**src/rtl/stopwatch_pkg.sv**
```systemverilog
// -----------------------------------------------------------------------------
// stopwatch_pkg
// Shared definitions for the stopwatch control path and the time counter:
//   - cnt_ctrl_e : 2-bit command encoding consumed by the time counter
//   - CLK_HZ     : system clock frequency
//   - DB_CYCLES_DEFAULT : default debounce window (20 ms at CLK_HZ)
// -----------------------------------------------------------------------------
package stopwatch_pkg;

    localparam int CLK_HZ            = 50_000_000;
    localparam int DB_CYCLES_DEFAULT = 1_000_000;
    localparam int DB_W_DEFAULT      = 24;

    // The counter decodes these exact values; 2'b11 is illegal.
    typedef enum logic [1:0] {
        IDLE  = 2'b00,
        COUNT = 2'b01,
        PAUSE = 2'b10
    } cnt_ctrl_e;

endpackage

```
**src/rtl/btn_debounce.sv**
```systemverilog
// -----------------------------------------------------------------------------
// btn_debounce
// Synchronises an asynchronous active-low push button, debounces it and emits
// a one-cycle pulse on every accepted press (release produces no pulse).
//   clk      : system clock
//   rst      : asynchronous active-high reset
//   btn_n_i  : raw button, active-low, asynchronous to clk
//   press_o  : one-cycle pulse in the cycle after the debounced level rises
// A level change is accepted only after DB_CYCLES consecutive cycles in which
// the synchronised level differs from the debounced level.
// -----------------------------------------------------------------------------
module btn_debounce
    import stopwatch_pkg::*;
#(
    parameter int DB_CYCLES = DB_CYCLES_DEFAULT,
    parameter int DB_W      = DB_W_DEFAULT
) (
    input  logic clk,
    input  logic rst,
    input  logic btn_n_i,
    output logic press_o
);

    localparam logic [DB_W-1:0] CNT_LAST = DB_W'(DB_CYCLES - 1);

    logic [1:0]      sync_q;
    logic            db_q, db_d;
    logic            db_dly_q;
    logic [DB_W-1:0] cnt_q, cnt_d;
    logic            level_pressed;

    // Synchronised level, inverted so 1 means pressed.
    assign level_pressed = ~sync_q[1];

    always_comb begin
        // NOTE: every always_comb output gets a default first, so no path
        // leaves it unassigned and no latch is inferred.
        cnt_d = cnt_q;
        db_d  = db_q;
        if (level_pressed == db_q) begin
            cnt_d = '0;
        end else if (cnt_q == CNT_LAST) begin
            // This edge would make the count reach DB_CYCLES: accept the level.
            db_d  = level_pressed;
            cnt_d = '0;
        end else begin
            cnt_d = cnt_q + 1'b1;
        end
    end

    // NOTE: sequential state uses non-blocking assignments so every register
    // samples the pre-edge value of the others, independent of statement order.
    always_ff @(posedge clk or posedge rst) begin
        if (rst) begin
            sync_q   <= 2'b11;
            db_q     <= 1'b0;
            db_dly_q <= 1'b0;
            cnt_q    <= '0;
        end else begin
            sync_q   <= {sync_q[0], btn_n_i};
            db_q     <= db_d;
            db_dly_q <= db_q;
            cnt_q    <= cnt_d;
        end
    end

    assign press_o = db_q & ~db_dly_q;

endmodule

```
**src/rtl/stopwatch_ctrl_fsm.sv**
```systemverilog
// -----------------------------------------------------------------------------
// stopwatch_ctrl_fsm
// Turns the start/stop and clear push buttons into the cnt_ctrl command for
// the stopwatch time counter.
//   clk         : 50 MHz system clock
//   rst         : asynchronous active-high reset
//   btn_start_n : start/stop button, active-low, asynchronous
//   btn_clear_n : clear button, active-low, asynchronous
//   cnt_ctrl    : registered command, IDLE/COUNT/PAUSE (stopwatch_pkg)
//   run_led     : registered, high exactly while cnt_ctrl == COUNT
// Moore FSM: IDLE -start-> COUNT -start-> PAUSE; PAUSE -clear-> IDLE,
// PAUSE -start-> COUNT. Clear is ignored unless paused and wins over start
// when both pulse together in PAUSE.
// -----------------------------------------------------------------------------
module stopwatch_ctrl_fsm
    import stopwatch_pkg::*;
#(
    parameter int DB_CYCLES = DB_CYCLES_DEFAULT,
    parameter int DB_W      = DB_W_DEFAULT
) (
    input  logic       clk,
    input  logic       rst,
    input  logic       btn_start_n,
    input  logic       btn_clear_n,
    output logic [1:0] cnt_ctrl,
    output logic       run_led
);

    logic      start_pulse;
    logic      clear_pulse;
    cnt_ctrl_e state_q, state_d;
    logic      run_led_q, run_led_d;

    btn_debounce #(
        .DB_CYCLES (DB_CYCLES),
        .DB_W      (DB_W)
    ) u_db_start (
        .clk     (clk),
        .rst     (rst),
        .btn_n_i (btn_start_n),
        .press_o (start_pulse)
    );

    btn_debounce #(
        .DB_CYCLES (DB_CYCLES),
        .DB_W      (DB_W)
    ) u_db_clear (
        .clk     (clk),
        .rst     (rst),
        .btn_n_i (btn_clear_n),
        .press_o (clear_pulse)
    );

    always_comb begin
        state_d = state_q;
        case (state_q)
            IDLE:    if (start_pulse) state_d = COUNT;
            COUNT:   if (start_pulse) state_d = PAUSE;
            PAUSE: begin
                if (clear_pulse)      state_d = IDLE;
                else if (start_pulse) state_d = COUNT;
            end
            // 2'b11 (upset or X) recovers to IDLE on the next edge.
            default: state_d = IDLE;
        endcase
        // Registered alongside the state so the LED has no decode glitches.
        run_led_d = (state_d == COUNT);
    end

    always_ff @(posedge clk or posedge rst) begin
        if (rst) begin
            state_q   <= IDLE;
            run_led_q <= 1'b0;
        end else begin
            state_q   <= state_d;
            run_led_q <= run_led_d;
        end
    end

    assign cnt_ctrl = state_q;
    assign run_led  = run_led_q;

endmodule

```
**config.mk**
```make
export PLATFORM = sky130hd
export DESIGN_NAME = stopwatch_ctrl_fsm
export DESIGN_NICKNAME = d
export VERILOG_FILES = /design/src/rtl/stopwatch_pkg.sv /design/src/rtl/btn_debounce.sv /design/src/rtl/stopwatch_ctrl_fsm.sv
export SDC_FILE = /design/constraint.sdc
export NUM_CORES = 1
export LEC_CHECK = 0
export CAP_MARGIN = 20
export CORE_ASPECT_RATIO = 0.5
export CORE_MARGIN = 8
export CORE_UTILIZATION = 66
export DETAILED_ROUTE_END_ITERATION = 10
export PLACE_DENSITY = 0.86
export SLEW_MARGIN = 40
export SYNTH_ARGS = -nofsm -noshare
export SYNTH_HDL_FRONTEND = slang
export SYNTH_SLANG_ARGS = --single-unit
```
**constraint.sdc**
```tcl
create_clock -name clk -period 3.1 [get_ports clk]
set_input_delay 0.62 -clock clk [delete_from_list [all_inputs] [get_ports clk]]
set_output_delay 0.62 -clock clk [all_outputs]
set_load 0.005 [all_outputs]
```
==> metrics.cfg <==
[place]
dpl_cell_area_mm2=0.00301
place_ws_ps=923
place_congestion=0.856
dp.cells=352
dp_hpwl_mm=3.90
port_buffers=6

[route]
drt-initial-drc-count=145
remaining_drc_errors=0
antenna_left=0
via_per_inst=6.19
wl_mm=5.69
wl_per_cell_um=15.5
first_pass_iters=5
dr_total_vias=2278

[global_routing]
overflow=0
grt_first_pass_wirelength_mm=9.92
grt_use_met3_pct=6.28
grt_busiest_layer=met2
gr-usage-all-layers_pct=18.2
grt_max_degree=31
met2_usage_pct=28.3
use_met1_pct=21.1
antenna_found_initial=0
grt_pass1_vias=2232

[floorplan]
die_h_um=62.6
ioPinCount=7
core_mm2=0.00430
start_util_pct=66.8
fp.dieW_um=109
die-area_mm2=0.00684
fp-row-count=17

[timing]
hold_viol_final=0
min_period_ps=2090
final.setup.tns_ps=0
rsz0062_at_grt=no
finalSetupViolCount=0
final_max_slew_viol_count=0
slew_headroom_pct=55.9
worst_pin_slew_ps=659
timing.final.ws_setup_ps=1010
fmax_mhz=478
skew_ps=12.8
finalCritPeriodShare_pct=67.4

[worst_setup_path]
path_max_fanout=13
worst-path-buf-inv=1
startpoint_type=register
r2r-start=u_db_clear.cnt_q[7]
cp_cell_sequence=nor4_1 -> nand4_1 -> o41ai_4 -> buf_4 -> a21oi_1
criticalPathCategory=register to register
critPathTopFamily=compound AO/OA/AOI/OAI gates
r2r_setup_slack_ps=1010
slowest_stage=o41ai_4
rr_endpoint=u_db_clear.cnt_q[18]
slowest_delay_ps=590
cp_num_cells=5
rr_worst_depth=5
end_kind=register
required_ps=3310
crit_arrival_ps=2300

[pwr]
pwr-share-seq_pct=52.4
leakagePower_nw=1.27
power_density_mw_per_mm2=471
power.internal_w=0.00119
swShare_pct=21.2
power.share.combinational_pct=3.2
power_w=0.00151
p_switching_w=0.000319
clockPowerShare_pct=44.4
peakVddDrop_uv=341

[yosys]
synth_fp_nets=300
synth_top_area_share_pct=48.0
synth_edf_count=0
syn_area_per_cell_um2=9.76
netlist_area_mm2=0.00287
synth_commonest_cells=dfrtp_1, nor2_1, xnor2_1, nand3_1
syn_inst=294
ys_warn_count=0
synth-async-reset-ratio_pct=100
synth.distinct_cells=35
ys_top_cells_by_area=dfrtp_1, xnor2_1, nor2_1
yosysSeqAreaShare_pct=51.6
yosysMostFrequentCell=dfrtp_1
ys_seq_elements=59
yosysTopAreaCell=dfrtp_1
yosys_most_used_dff=dfrtp_1

[layout]
multiInputGateArea_mm2=0.00134
final_cells=368
regArea_mm2=0.00148
fin_nets=312
final_cell_area_mm2=0.00320
num-fill-cells=284
area_growth_syn_to_layout_pct=11.5
drive_gt1_share_pct=9.00
antenna_cells=0

[clock_network]
cts.clk_slew.worst_paths_ps=70
clock_sinks=59
cts_made_buffers=9
cts_setup_buffers=0
clock-root-buffer=clkbuf_8
cts_resized=0
clk_latency_ps=340
clk_path_buf_depth=2
holdBufCountCts=0
cts_tree=built
htreeDepth=3

[hold_path]
hold_class=register to register
holdPathStages=0
whs_endpoint=u_db_clear.sync_q[1]
min-delay-start=u_db_clear.sync_q[0]

[outcome]
status=complete, no violations

[run]
maxCapViolCount=0

==> metrics by stage <==
| step | hold WS [ps] | util, % |
|---|---|---|
| finish | 349 | 74.5 |
| global route | 358 | 74.5 |
| CTS | 353 | 74.4 |
| detailed placement | 347 | 70.0 |
| global placement | 346 | 70.0 |
| floorplan | 345 | - |
==> worst max path at each step <==
stage	slack (ps)	endpoint	startpoint
finish	1010	u_db_clear.cnt_q[18]	u_db_clear.cnt_q[7]
global route	830	u_db_clear.cnt_q[18]	u_db_clear.cnt_q[7]
CTS	870	u_db_start.cnt_q[6]	u_db_start.cnt_q[0]
detailed placement	920	u_db_start.cnt_q[6]	u_db_start.cnt_q[0]
global placement	1000	u_db_start.cnt_q[16]	u_db_start.cnt_q[0]
floorplan	1030	cnt_ctrl[0]	rst
==> worst reg2reg max path: stages (launching register included) <==
cell     delay [ps]
dfrtp_1         450
nor4_1          320
nand4_1         230
o41ai_4         590
buf_4           300
a21oi_1          70
==> final cells by class <==
cell class,instances,area share (%)
flip-flops and latches,59,46.3
repair buffers,10,2.81
clock buffers,13,4.65
multi-input cells,217,41.7
well taps,57,2.23
inverters,9,1.06
clock inverters,3,1.25
==> cell families after synthesis <==
family / after synthesis / synth area share, %
adder cells (fa/ha/maj): 2 / 0.872
buffers and inverters: 18 / 2.40
flip-flops: 59 / 51.6
AND/OR/NAND/NOR: 143 / 27.2
multiplexers: 1 / 0.349
XOR/XNOR: 29 / 8.85
AO/OA/AOI/OAI: 42 / 8.72
==> power groups by stage <==
stage                     clock, W  sequential, W  combinational, W
after floorplan                  0       0.000801         0.0000317
after global placement           0       0.000802         0.0000463
after detailed placement         0       0.000803         0.0000481
after CTS                 0.000682       0.000790         0.0000486
after global routing      0.000718       0.000791         0.0000548
final                     0.000670       0.000790         0.0000476
==> sequential cells by signal, summed over array words and instances (netlist names) <==
| name | cells |
|---|---|
| u_db_start.cnt_q | 24 |
| u_db_clear.sync_q | 2 |
| run_led | 1 |
| u_db_start.db_dly_q | 1 |
| cnt_ctrl | 2 |
| u_db_start.db_q | 1 |
| u_db_start.sync_q | 2 |
| u_db_clear.db_q | 1 |
| u_db_clear.cnt_q | 24 |
| u_db_clear.db_dly_q | 1 |
==> cell usage in the layout, fill, tap and decap left out, drive strengths merged, types with 13 or more instances in the layout <==
| master | count |
|---|---|
| o21ai | 14 |
| a21oi | 16 |
| nand4 | 15 |
| nand2 | 16 |
| nand3 | 17 |
| or3 | 15 |
| xnor2 | 19 |
| nor2 | 36 |
| clkbuf | 13 |
| dfrtp | 55 |
==> layer usage <==
layer  up-vias  share of wire [%]
met5         -                  0
met4         0                2.4
met3        20                5.7
met2        79                 49
met1      1090                 43
li1       1089                  -
(Power assumes the default switching activity.)
==> edit, RTL diff (config.mk and constraints unchanged) <==
Register the output `cnt_ctrl` once more; this adds one clock of latency there. The other outputs are not delayed to match. Comments in the files are not updated.
--- a/src/rtl/stopwatch_ctrl_fsm.sv
+++ b/src/rtl/stopwatch_ctrl_fsm.sv
@@ -78,5 +78,7 @@
     end
 
-    assign cnt_ctrl = state_q;
+    always_ff @(posedge clk) begin
+        cnt_ctrl <= state_q;
+    end
     assign run_led  = run_led_q;
 
Formal check against the unedited RTL: same outputs for any inputs over 10 cycles, from zero or initial values and one cycle with rst high; that may be too few to reach the edited logic, so the function may still have changed.
==> edit against the original RTL <==
  * Sequential cell count rose by 2
  * Critical path depth did not move
  * Setup slack got worse by 0.080 ns
  * Area after synthesis rose by 1.4%
  * Core utilization rose by 0.13 points
  * Power fell by 2.6%
  * Design area rose by 0.66%
  * Wire length rose by 1.4%
  * Highest routed layer unchanged
==> edit: results (changes against the original RTL) <==
Status
  • Status: complete, no violations (unchanged)

Drt
  • Routed wire length: 5.766 mm (was 5.688 mm)
  • Initial DRC Count: 128 (was 145)
  • Vias per inst: 6.176 (was 6.190)
  • Pre-Repair DR Iteration Count: 4 (was 5)

Cells and area
  • Post-layout net count: 313 (was 312)
  • Layout cells sized above 1: 0.08974 (was 0.09003)

Worst setup path
  • CP max FO: 13 (unchanged)
  • Crit start category: flop (unchanged)
  • Critical path arrival: 2.39 ns (was 2.30 ns)

Global route
  • Tot GR Track Use: 0.1862 (was 0.1820)
  • Largest net degree at the start of global routing: 45 (was 31)
  • Grt met1 use: 0.2094 (was 0.2107)
  • Met2 track utilization from global routing: 0.3031 (was 0.2835)
  • Vias in the first global route: 2323 (was 2232)
  • First-pass GRT wire length: 10.23 mm (was 9.922 mm)
  • Initial antenna violation count: 0 (unchanged)
  • GR Util met3: 0.08539 (was 0.06276)

Yosys
  • Yosys cell types: 36 (was 35)
  • Asr flop ratio synth: 0.9672 (was 1.000)
  • Sequential share of the synthesized area: 0.5228 (was 0.5161)
  • Syn nets: 302 (was 300)
  • Synth area leaders: dfrtp_1, xnor2_1, nor2_1 (unchanged)
  • Most frequent cells after synthesis: dfrtp_1, nor2_1, xnor2_1 (unchanged)
  • Ys flop type: dfrtp_1 (unchanged)
  • Synth Warn #: 0 (unchanged)

STA
  • Worst Skew: 0.008729 ns (was 0.01276 ns)
  • Max-slew headroom: 0.5289 (was 0.5594)

Min path
  • Hold wc startpoint: u_db_start.sync_q[0]$_DFF_PP1_ (was u_db_clear.sync_q[0]$_DFF_PP1_)
  • Worst Hold Class: reg2reg (unchanged)

Power
  • Max VDD drop: 358.8 uV (was 340.9 uV)
  • Leakage: 1.277 nW (was 1.271 nW)

CTS
  • Root buf cell: clkbuf_8 (unchanged)
  • Deepest clock path buffer count: 2 (unchanged)

Placement
  • Placed Area: 0.003053 mm^2 (was 0.003008 mm^2)
  • Detail Placement HPWL: 3.915 mm (was 3.901 mm)
  • Gpl congestion: 0.8913 (was 0.8558)
[edit: cell types whose count changed in the layout (fill, tap and decap cells not counted), moves of 2 or more]
cell,delta
dfxtp_1,+2
clkbuf_1,-2
buf_4,-2
clkinv_2,+2
[edit: where the power goes]
part / switching (mW) / internal (mW)
logic: 0.0321 / 0.0163
clock network: 0.300 / 0.306
registers: 0.00744 / 0.807
[edit: layout make-up]
type	instances	area [um^2]
Timing Repair Buffer	9	95.09
Fill cell	280	1096
Tap cell	57	71.32
Clock buffer	11	141.4
Inverter	9	33.78
Clock inverter	5	27.53
Sequential cell	61	1521
Multi-Input combinational cell	217	1331
[edit: critical path: stages, from the launching register on]
cell	delay [ns]
dfrtp_1	0.45
nor4_1	0.36
nand4_1	0.23
o41ai_4	0.62
buf_4	0.31
a21oi_1	0.07
[edit: routing by layer]
| layer | share of wire | vias up | wire length, um |
|---|---|---|---|
| li1 | - | 1087 | - |
| met1 | 0.43 | 1103 | 2499 |
| met2 | 0.49 | 79 | 2846 |
| met3 | 0.059 | 10 | 342 |
| met4 | 0.014 | 0 | 78 |
| met5 | 0 | - | 0 |
[edit: cells by family (layout without fill, tap and decap cells)]
family | after synthesis | in the layout | synth area share
xor gates and xnor gates | 29 | 29 | 0.08727
AOI/OAI and AO/OA | 42 | 42 | 0.08599
and+or+nand+nor | 143 | 143 | 0.2683
muxes | 1 | 1 | 0.003440
DFF | 61 | 61 | 0.5228
buffers and inverters | 18 | 34 | 0.02364
adders and majority gates | 2 | 2 | 0.008597
[edit: path summary, 6_finish.rpt]
path / slack, ns / cells after the start / endpoint
min in group asynchronous: 0.58 / 2 / u_db_clear.cnt_q[21]$_DFF_PP0_
max in group asynchronous: 1.93 / 3 / u_db_start.sync_q[0]$_DFF_PP1_
max reg2reg: 0.93 / 5 / u_db_clear.cnt_q[16]$_DFF_PP0_
min: 0.36 / 0 / u_db_start.sync_q[1]$_DFF_PP1_
min reg2reg: 0.36 / 0 / u_db_start.sync_q[1]$_DFF_PP1_
max: 0.93 / 5 / u_db_clear.cnt_q[16]$_DFF_PP0_
[edit: through the flow]
step	power, mW	utilization	std cells	setup WS, ns
final	1.468	0.7462	369	0.9296
after global routing	1.525	0.7462	369	0.7326
after CTS	1.480	0.7462	369	0.9501
after detailed placement	0.8781	0.7070	353	0.9589
after global placement	0.8759	0.7070	353	1.110
after floorplan	0.8587	-	296	1.030
